**config.mk**
```make
export PLATFORM = sky130hd
export DESIGN_NAME = pixel_block_loader
export DESIGN_NICKNAME = d
export VERILOG_FILES = /design/src/rtl/pixel_block_loader_pkg.sv /design/src/rtl/pixel_block_loader_timer.sv /design/src/rtl/pixel_block_loader.sv
export SDC_FILE = /design/constraint.sdc
export NUM_CORES = 2
export LEC_CHECK = 0
export CORE_AREA = 4 4 712 714
export CTS_CLUSTER_SIZE = 28
export DETAILED_ROUTE_END_ITERATION = 8
export DIE_AREA = 0 0 716 718
export MAX_ROUTING_LAYER = met4
export PLACE_DENSITY_LB_ADDON = 0.25
export SLEW_MARGIN = 0
export SYNTH_ARGS = -nofsm -noshare
export SYNTH_HDL_FRONTEND = slang
export SYNTH_HIERARCHICAL = 1
export SYNTH_SLANG_ARGS = --single-unit
```
**constraint.sdc**
```tcl
create_clock -name clk -period 7.77 [get_ports clk]
set_clock_uncertainty 0.1 [all_clocks]
set_input_delay 1.1655 -clock clk [delete_from_list [all_inputs] [get_ports clk]]
set_output_delay 1.1655 -clock clk [all_outputs]
set_load 0.05 [all_outputs]
```
**src/rtl/pixel_block_loader_pkg.sv**
```systemverilog
// -----------------------------------------------------------------------------
// pixel_block_loader_pkg
// Shared constants for the pixel block loader: default block geometry, the
// default interpolator run window, the loader FSM state encoding and a small
// helper that sizes the pixel index counter for a given block edge.
// -----------------------------------------------------------------------------
package pixel_block_loader_pkg;

    // Default block edge in pixels (block = BLK*BLK pixels)
    localparam int BLK_DEF        = 15;
    // Default pixel width in bits
    localparam int PW_DEF         = 8;
    // Default number of cycles the interpolator is released per block
    localparam int RUN_CYCLES_DEF = 56;

    // Loader FSM encoding, kept as plain constants for legacy tool flows
    localparam logic [0:0] ST_LOAD = 1'b0;
    localparam logic [0:0] ST_RUN  = 1'b1;

    // Width of a counter that indexes every pixel of a blk x blk block
    function automatic int idx_width(input int blk);
        int n;
        n = blk * blk;
        if (n <= 2) begin
            return 1;
        end else begin
            return $clog2(n);
        end
    endfunction

endpackage

```
**src/rtl/pixel_block_loader_timer.sv**
```systemverilog
// -----------------------------------------------------------------------------
// pixel_block_loader_timer
// Run-window timer. A one-cycle i_start arms it; it then stays active for
// exactly RUN_CYCLES cycles and raises o_done (registered) during the last of
// them, so the consumer can act on the edge that ends the window.
//
// Ports:
//   i_clk     clock
//   i_rst_n   asynchronous active-low reset
//   i_start   arm the timer (first cycle of the window follows this edge)
//   o_active  high while the window is open
//   o_done    high during the final cycle of the window
// -----------------------------------------------------------------------------
module pixel_block_loader_timer #(
    parameter int RUN_CYCLES = 56
) (
    input  logic i_clk,
    input  logic i_rst_n,
    input  logic i_start,
    output logic o_active,
    output logic o_done
);

    localparam int CNT_W = (RUN_CYCLES < 2) ? 1 : $clog2(RUN_CYCLES + 1);

    logic [CNT_W-1:0] r_cnt;
    logic             r_active;
    logic             r_done;

    // Down-counter; done is pre-computed one cycle ahead so it is registered
    always_ff @(posedge i_clk or negedge i_rst_n) begin
        if (!i_rst_n) begin
            r_cnt    <= {CNT_W{1'b0}};
            r_active <= 1'b0;
            r_done   <= 1'b0;
        end else if (i_start) begin
            r_cnt    <= CNT_W'(RUN_CYCLES - 1);
            r_active <= 1'b1;
            r_done   <= (RUN_CYCLES == 1);
        end else if (r_active) begin
            if (r_done) begin
                r_active <= 1'b0;
                r_done   <= 1'b0;
            end else begin
                r_cnt  <= r_cnt - CNT_W'(1);
                r_done <= (r_cnt == CNT_W'(1));
            end
        end else begin
            r_done <= 1'b0;
        end
    end

    assign o_active = r_active;
    assign o_done   = r_done;

endmodule

```
**src/rtl/pixel_block_loader.sv**
```systemverilog
// -----------------------------------------------------------------------------
// pixel_block_loader
// Write-side front end for subpixel_interpolation. Accepts a raster-order pixel
// stream over valid/ready, packs a BLK x BLK block into in_buffer (pixel k at
// in_buffer[PW*k +: PW]), holds the interpolator in reset while loading, then
// releases it for RUN_CYCLES cycles before accepting the next block.
//
// Ports:
//   clk         clock
//   rst         asynchronous active-low reset
//   pix_in      pixel data, row-major, row 0 col 0 first
//   pix_valid   pix_in valid
//   pix_sof     start-of-block marker, qualified by pix_valid
//   pix_ready   loader accepts a pixel this cycle (combinational)
//   in_buffer   packed block for subpixel_interpolation.in_buffer
//   interp_rst  active-low reset to subpixel_interpolation
//   busy        high while the interpolator runs
//   blk_count   completed blocks, wraps at 16 bits
// -----------------------------------------------------------------------------
module pixel_block_loader
    import pixel_block_loader_pkg::*;
#(
    parameter int BLK        = pixel_block_loader_pkg::BLK_DEF,
    parameter int PW         = pixel_block_loader_pkg::PW_DEF,
    parameter int RUN_CYCLES = pixel_block_loader_pkg::RUN_CYCLES_DEF
) (
    input  logic                  clk,
    input  logic                  rst,
    input  logic [PW-1:0]         pix_in,
    input  logic                  pix_valid,
    input  logic                  pix_sof,
    output logic                  pix_ready,
    output logic [BLK*BLK*PW-1:0] in_buffer,
    output logic                  interp_rst,
    output logic                  busy,
    output logic [15:0]           blk_count
);

    localparam int                BLK_PIX  = BLK * BLK;
    localparam int                BUF_W    = BLK_PIX * PW;
    localparam int                IDX_W    = idx_width(BLK);
    localparam logic [IDX_W-1:0]  IDX_LAST = IDX_W'(BLK_PIX - 1);

    logic [0:0]       r_state;
    logic [IDX_W-1:0] r_idx;
    logic [BUF_W-1:0] r_in_buffer;
    logic             r_interp_rst;
    logic             r_busy;
    logic [15:0]      r_blk_count;

    logic             w_xfer;
    logic [IDX_W-1:0] w_wr_idx;
    logic             w_last_pix;
    logic             w_run_done;
    logic             w_run_active;

    // Ready is gated by rst directly so it drops the moment reset asserts
    assign pix_ready  = rst & (r_state == ST_LOAD);
    assign w_xfer     = pix_valid & pix_ready;
    // A start-of-block marker always lands in byte 0, whatever idx says
    assign w_wr_idx   = pix_sof ? {IDX_W{1'b0}} : r_idx;
    // A sof on the final index restarts the block instead of completing it
    assign w_last_pix = w_xfer & ~pix_sof & (r_idx == IDX_LAST);

    pixel_block_loader_timer #(
        .RUN_CYCLES (RUN_CYCLES)
    ) u_run_timer (
        .i_clk    (clk),
        .i_rst_n  (rst),
        .i_start  (w_last_pix),
        .o_active (w_run_active),
        .o_done   (w_run_done)
    );

    // Loader FSM: packs pixels during LOAD, holds everything frozen during RUN
    always_ff @(posedge clk or negedge rst) begin
        if (!rst) begin
            r_state      <= ST_LOAD;
            r_idx        <= {IDX_W{1'b0}};
            r_in_buffer  <= {BUF_W{1'b0}};
            r_interp_rst <= 1'b0;
            r_busy       <= 1'b0;
            r_blk_count  <= 16'd0;
        end else begin
            case (r_state)
                ST_LOAD: begin
                    if (w_xfer) begin
                        r_in_buffer[w_wr_idx*PW +: PW] <= pix_in;
                        if (pix_sof) begin
                            r_idx <= IDX_W'(1);
                        end else if (r_idx == IDX_LAST) begin
                            r_idx        <= {IDX_W{1'b0}};
                            r_state      <= ST_RUN;
                            r_interp_rst <= 1'b1;
                            r_busy       <= 1'b1;
                        end else begin
                            r_idx <= r_idx + IDX_W'(1);
                        end
                    end else begin
                        r_idx <= r_idx;
                    end
                end
                ST_RUN: begin
                    // The timer's done marks the last cycle of the window
                    if (w_run_done && w_run_active) begin
                        r_state      <= ST_LOAD;
                        r_interp_rst <= 1'b0;
                        r_busy       <= 1'b0;
                        r_blk_count  <= r_blk_count + 16'd1;
                    end else begin
                        r_state <= ST_RUN;
                    end
                end
                default: begin
                    r_state      <= ST_LOAD;
                    r_idx        <= {IDX_W{1'b0}};
                    r_interp_rst <= 1'b0;
                    r_busy       <= 1'b0;
                end
            endcase
        end
    end

    assign in_buffer  = r_in_buffer;
    assign interp_rst = r_interp_rst;
    assign busy       = r_busy;
    assign blk_count  = r_blk_count;

endmodule
```
---- After elaboration in Yosys (flattened, before gate mapping) ----
Index checks and enable logic that the tools add are counted.
storage, ports and cells
  register bits after elaboration ......... 1834
  latch bits .............................. 0
  RAM bits ................................ 0
  ROM bits ................................ 0
  input port bits ......................... 12
  logic and storage cells ................. 56
  memories ................................ 0
operators by class
  add/subtract/negate cells ............... 4
  multiply operators ...................... 0
  divide/modulo/power cells ............... 0
  magnitude comparators ................... 0
  equality and inequality tests ........... 7
  shift-type cells ........................ 2
  mux-type cells .......................... 23
  bitwise gates (word level) .............. 6
  reduce and logical (&&, ||, !) cells .... 6
operators by type and width
  operator                                                                   number
  1800-bit bitwise mux                                                       1
  8-bit by 34-bit variable shift with 1800-bit output, first input constant  1
  8-bit by 34-bit indexed part select with 1800-bit output                   1
  11-bit negation with 34-bit output                                         1
  8-bit 2-to-1 mux                                                           3
  6-bit 2-to-1 mux                                                           3
  16-bit by 1-bit adder with 16-bit output, second input constant            1
  1-bit 2-to-1 mux                                                           14
  8-bit by 1-bit adder with 8-bit output, second input constant              1
  8-bit equality test, second input constant                                 1
  6-bit by 1-bit equality test with 1-bit output, second input constant      1
  2-bit by 1-bit != test with 1-bit output, second input constant            3
  2-bit AND reduction                                                        3
  6-bit by 1-bit subtractor with 6-bit output, second input constant         1
  1-bit AND                                                                  4
  2-bit != test, second input constant                                       2
  1-bit case mux with 2 select lines                                         2
  4-bit AND reduction                                                        1
  1-bit NOT                                                                  2
  2-bit nonzero test                                                         1
  1-bit logical AND                                                          1

---- Logic depth before layout (Yosys ltp) ----
  word-level depth ........................ 7
  mapped depth ............................ 15

---- Hierarchy ----
Netlist, hierarchy kept.
by module, submodules not included
  module                    times used  cells an instance  area each (um2)
  pixel_block_loader        1           4711               71623.7
  pixel_block_loader_timer  1           36                 389.1

---- Worst setup path after synthesis ----
No wires, ideal clock.
  kind .................................... input -> register
  from .................................... in pix_sof
  to ...................................... reg r_in_buffer[1320], in the netlist in_buffer[1320]
  setup time .............................. 0.125 ns
  arrival time ............................ 4.160 ns
  data required time ...................... 7.545 ns
  path slack .............................. 3.385 ns
  cell stages on the path ................. 13
  path buffers ............................ 5
  path through ............................ buf_2 -> inv_1 -> clkbuf_1 -> o31ai_1 -> ha_1 -> buf_2 -> inv_1 -> nand2_1 -> a21o_1 -> clkbuf_1 -> buf_2 -> nor3_2 -> mux2_2
on the way
  word-level cells in the longest chain between the ends .. 4
RTL lines
  item                                                                                                                             RTL line                  text
  from (decl)                                                                                                                      pixel_block_loader.sv:31  input logic pix_sof,
  8-bit 2-to-1 mux (*)                                                                                                             pixel_block_loader.sv:61  assign w_wr_idx = pix_sof ? {IDX_W{1'b0}} : r_idx;
  11-bit negation with 34-bit output (*)                                                                                           pixel_block_loader.sv:88  r_in_buffer[w_wr_idx*PW +: PW] <= pix_in;
  8-bit by 34-bit indexed part select with 1800-bit output or 8-bit by 34-bit variable shift with 1800-bit output (tied branches)  pixel_block_loader.sv:88
  1800-bit bitwise mux (*)                                                                                                         pixel_block_loader.sv:88
  to (signal assigned)                                                                                                             pixel_block_loader.sv:80  r_in_buffer <= {BUF_W{1'b0}};
  to (signal, indexed assignment)                                                                                                  pixel_block_loader.sv:88
  to (decl)                                                                                                                        pixel_block_loader.sv:46  logic [BUF_W-1:0] r_in_buffer;
Every way passes the cells marked *; elsewhere a longest branch is shown, timed or not.
A chain may end at the register's enable or synchronous reset.

---- Final worst setup path ----
  from .................................... in pix_sof
  to ...................................... reg r_in_buffer[1568], in the netlist in_buffer[1568]
The elaborated chain is that of the path after synthesis.

==> impl_metrics.csv <==
group,metric,value,unit
run_status,outcome,"finished with violations",
run_status,violations,"DRC",
global_routing,grt_pass1_vias,53364,
setup_path,endpoint,"in_buffer[1568]",
setup_path,path_cells,"buf_2 -> buf_4 -> nand2b_1 -> ha_1 -> inv_1 -> nor4b_1 -> o21a_2 -> nand4_1 -> mux2_2",
synth,synth_edf_count,0,
timing,relSlewSlack,0.1350,
min_path,hp-start,"blk_count[15]",
setup_path,r2r_cells,7,
timing,fin_crit_sh,0.7830,
clock_tree,clk_path_buf_depth,4,
setup_path,crit_path_top_delay_cell,"nand4_1",
setup_path,crit_fanout,33,
clock_tree,cts_tree,"yes",
timing,worstMarginPinSlew,1297,ps
cells_and_area,final_util,0.2145,
place,dpl_cell_area,99540,um2
setup_path,crit_type,"in2reg",
clock_tree,postCtsSetupRepairBufs,0,
synth,synthCells,4747,
setup_path,rr_endpoint,"in_buffer[1568]",
timing,tns,0,ps
routing,drc_errors,12,
routing,wl,410700,um
timing,setup_viol,0,
timing,holdWs,376.5,ps
global_routing,grt_start_max_net_pins,171,
setup_path,r2r-start,"r_idx[0]",
synth,syn_area,72010,um2
power_and_ir_drop,p_clk_frac,0.475,
power_and_ir_drop,cellLeakagePower,47.90,nW
synth,yosys.area_share.simple,0.05169,
synth,synth_top_family_by_area,"multiplexers",
routing,routedWlPerCell,30.26,um
min_path,worstHoldPathType,"reg2reg",
routing,viasPerCell,3.682,
clock_tree,cts-root-buf,"clkbuf_16",
setup_path,cp.arrival,6710,ps
setup_path,cp-startpoint,"pix_sof",
timing,finalMaxSlewViolations,0,
clock_tree,clock_latency,930,ps
floorplanning,io_pins,1831,
place,hpwl,306800,um
floorplanning,core,500300,um2
floorplanning,fp.dieH,718,um
routing,drt_pass1_iterations,9,
synth,synth_xor_xnor_area_share,0.002554,
synth,synth-compound-area-share,0.02704,
power_and_ir_drop,power.share.sequential,0.421,
floorplanning,dieArea,514100,um2
power_and_ir_drop,switching_share,0.2848,
setup_path,rrSetupSlack,1890,ps
global_routing,overflow,0,
floorplanning,start_util,0.1439,
clock_tree,clkSinkCount,1834,
power_and_ir_drop,p_int,0.01644,W
timing,rsz0062_at_grt,"false",
place,port_buffers,1830,
floorplanning,rows,260,
clock_tree,htree_levels,4,
place,place_ws,821.4,ps
synth,synth.net_count,4766,
power_and_ir_drop,p_switching,0.006548,W
floorplanning,fp.dieW,716,um
job,cap_violations,0,
synth,yosysSeqAreaShare,0.6373,
power_and_ir_drop,irDropWorstVdd,0.1844,mV
timing,setup_ws,1686,ps
synth,synth_cell_types,75,
place,place_congestion,0.7898,
clock_tree,hold_buffers,1,
clock_tree,cts_buffers,226,
routing,antenna_left,0,
cells_and_area,fin_area,107300,um2
synth,syn_area_per_cell,15.17,um2
synth,yosysWarnings,6,
synth,ys.flop_type,"dfrtp_1",
setup_path,critPathRequiredTime,8400,ps
setup_path,start_kind,"primary input",
clock_tree,cts.clk_slew.worst_paths,60,ps
cells_and_area,area_growth,49.01,%
power_and_ir_drop,p_per_area,214.3,nW/um2
clock_tree,cts_resized,0,
routing,vias,49973,
setup_path,end_kind,"flop",
synth,synthMuxAreaShare,0.2615,
synth,ys_ff_latch,1834,
timing,max_freq,164.4,MHz
timing,final.min_clock_period,6084,ps
synth,async_flop_share,1.000,
setup_path,critPathMaxStageDelay,1050,ps
cells_and_area,final_nets,6694,
power_and_ir_drop,p_comb_frac,0.104,
global_routing,grt_pass1_wl,536500,um
timing,final-hold-violation-count,0,
global_routing,grt_usage,0.1590,
cells_and_area,drive_above_1_share,0.3530,
global_routing,antenna_found_initial,58,
synth,synth_fa_ha_area_frac,0.001216,
routing,drt_iter0_markers,2562,
routing by layer:
metal,global-route usage,vias to the layer above,wire length [um]
li1,-,20923,-
met1,0.1780,26778,159800
met2,0.2792,1785,210400
met3,0.03969,487,26450
met4,0.04470,0,14080
met5,-,-,0
power groups by stage:
| stage | Sequential, W | Combinational (W) | Clock [W] |
|---|---|---|---|
| 3_5_place_dp | 0.00986 | 0.00255 | 0 |
| 5_1_grt | 0.00969 | 0.00258 | 0.0117 |
| 3_3_place_gp | 0.00986 | 0.00253 | 0 |
| 6_report | 0.00969 | 0.00239 | 0.0109 |
| 4_1_cts | 0.00969 | 0.00255 | 0.0113 |
| 2_1_floorplan | 0.00996 | 0.000750 | 0 |
how the worst min path moves through the flow:
stage                                     to  slack, ps  cells past startpoint
final                          blk_count[15]        380                      1
after global routing          in_buffer[927]        320                      2
after CTS                     in_buffer[927]        280                      2
after global placement        in_buffer[548]        370                      1
after floorplan           u_run_timer/o_done        380                      1
after detailed placement       blk_count[15]        370                      1
cell families (layout without fill, tap and decap cells):
group,count (synthesis),count (layout)
flip-flops,1834,1834
multiplexers,1672,1672
AND/OR/NAND/NOR,531,531
AO/OA/AOI/OAI,351,351
buffers and inverters,331,2439
XOR/XNOR,21,21
adder cells (fa/ha/maj),7,7
other,0,36
cell type report:
class,instances,area (um2)
inverter,17,63.81
multi-input combinational,2582,25410
timing repair buffer,2014,19830
clock buffer,327,6615
tap,6681,8359
antenna,36,90.09
sequential,1834,45890
clock inverter,81,1051
fill,53480,393000
placed cells by master (no fill, tap or decap), types with 39 or more instances in the layout:
cell / synthesis / layout
mux2_2: 1646 / 1646
clkinv_2: 0 / 41
o21ai_0: 279 / 276
clkbuf_1: 249 / 43
nor3_2: 45 / 46
nand2_1: 49 / 49
clkbuf_16: 0 / 226
nor2_1: 96 / 78
buf_4: 6 / 181
nand3_1: 86 / 81
clkdlybuf4s50_1: 0 / 1817
nand4_1: 39 / 39
clkbuf_8: 0 / 58
dfrtp_1: 1834 / 1834
worst max-delay path, delay by kind of cell:
family	cells	cell delay, ps
AO/OA/AOI/OAI	1	940
adder cells (fa/ha/maj)	1	890
buffers and inverters	3	970
multiplexers	1	590
AND/OR/NAND/NOR	3	2070
synthesized netlist by cell type, types with 10 or more instances:
library cell     n  area [um2]
mux2_1          16       180.2
or3_1           18       112.6
nor3_1          19       95.09
nand2b_1        16       100.1
and3_1          23       143.9
clkbuf_1       249       934.7
nor3_2          45       450.4
dfrtp_1       1834       45890
xnor2_1         15       131.4
a31oi_1         12       75.07
and2_1          11       68.82
inv_1           17       63.81
nand4_1         39       244.0
nor4_4          18       382.9
nand3_1         86       430.4
mux2_2        1646       18540
nor3_4          33       536.8
o21ai_0        279        1396
nand3b_1        10       75.07
nor2_1          96       360.4
buf_2           49       245.2
nor4_1          11       68.82
nand2_1         49       183.9
through the flow:
| step | instances | power, W |
|---|---|---|
| finish | 13572 | 0.02299 |
| global route | 13554 | 0.02394 |
| CTS | 13536 | 0.02356 |
| detailed placement | 13127 | 0.01241 |
| global placement | 13126 | 0.01239 |
| floorplan | 4747 | 0.01071 |
sequential cells by signal, indices dropped and copies added, names as in the netlist:
| signal | flops |
|---|---|
| in_buffer | 1800 |
| blk_count | 16 |
| r_idx | 8 |
| u_run_timer/r_cnt | 6 |
| busy | 1 |
| r_state | 1 |
| u_run_timer/o_active | 1 |
| u_run_timer/o_done | 1 |
Power figures use the tool's default switching activity.
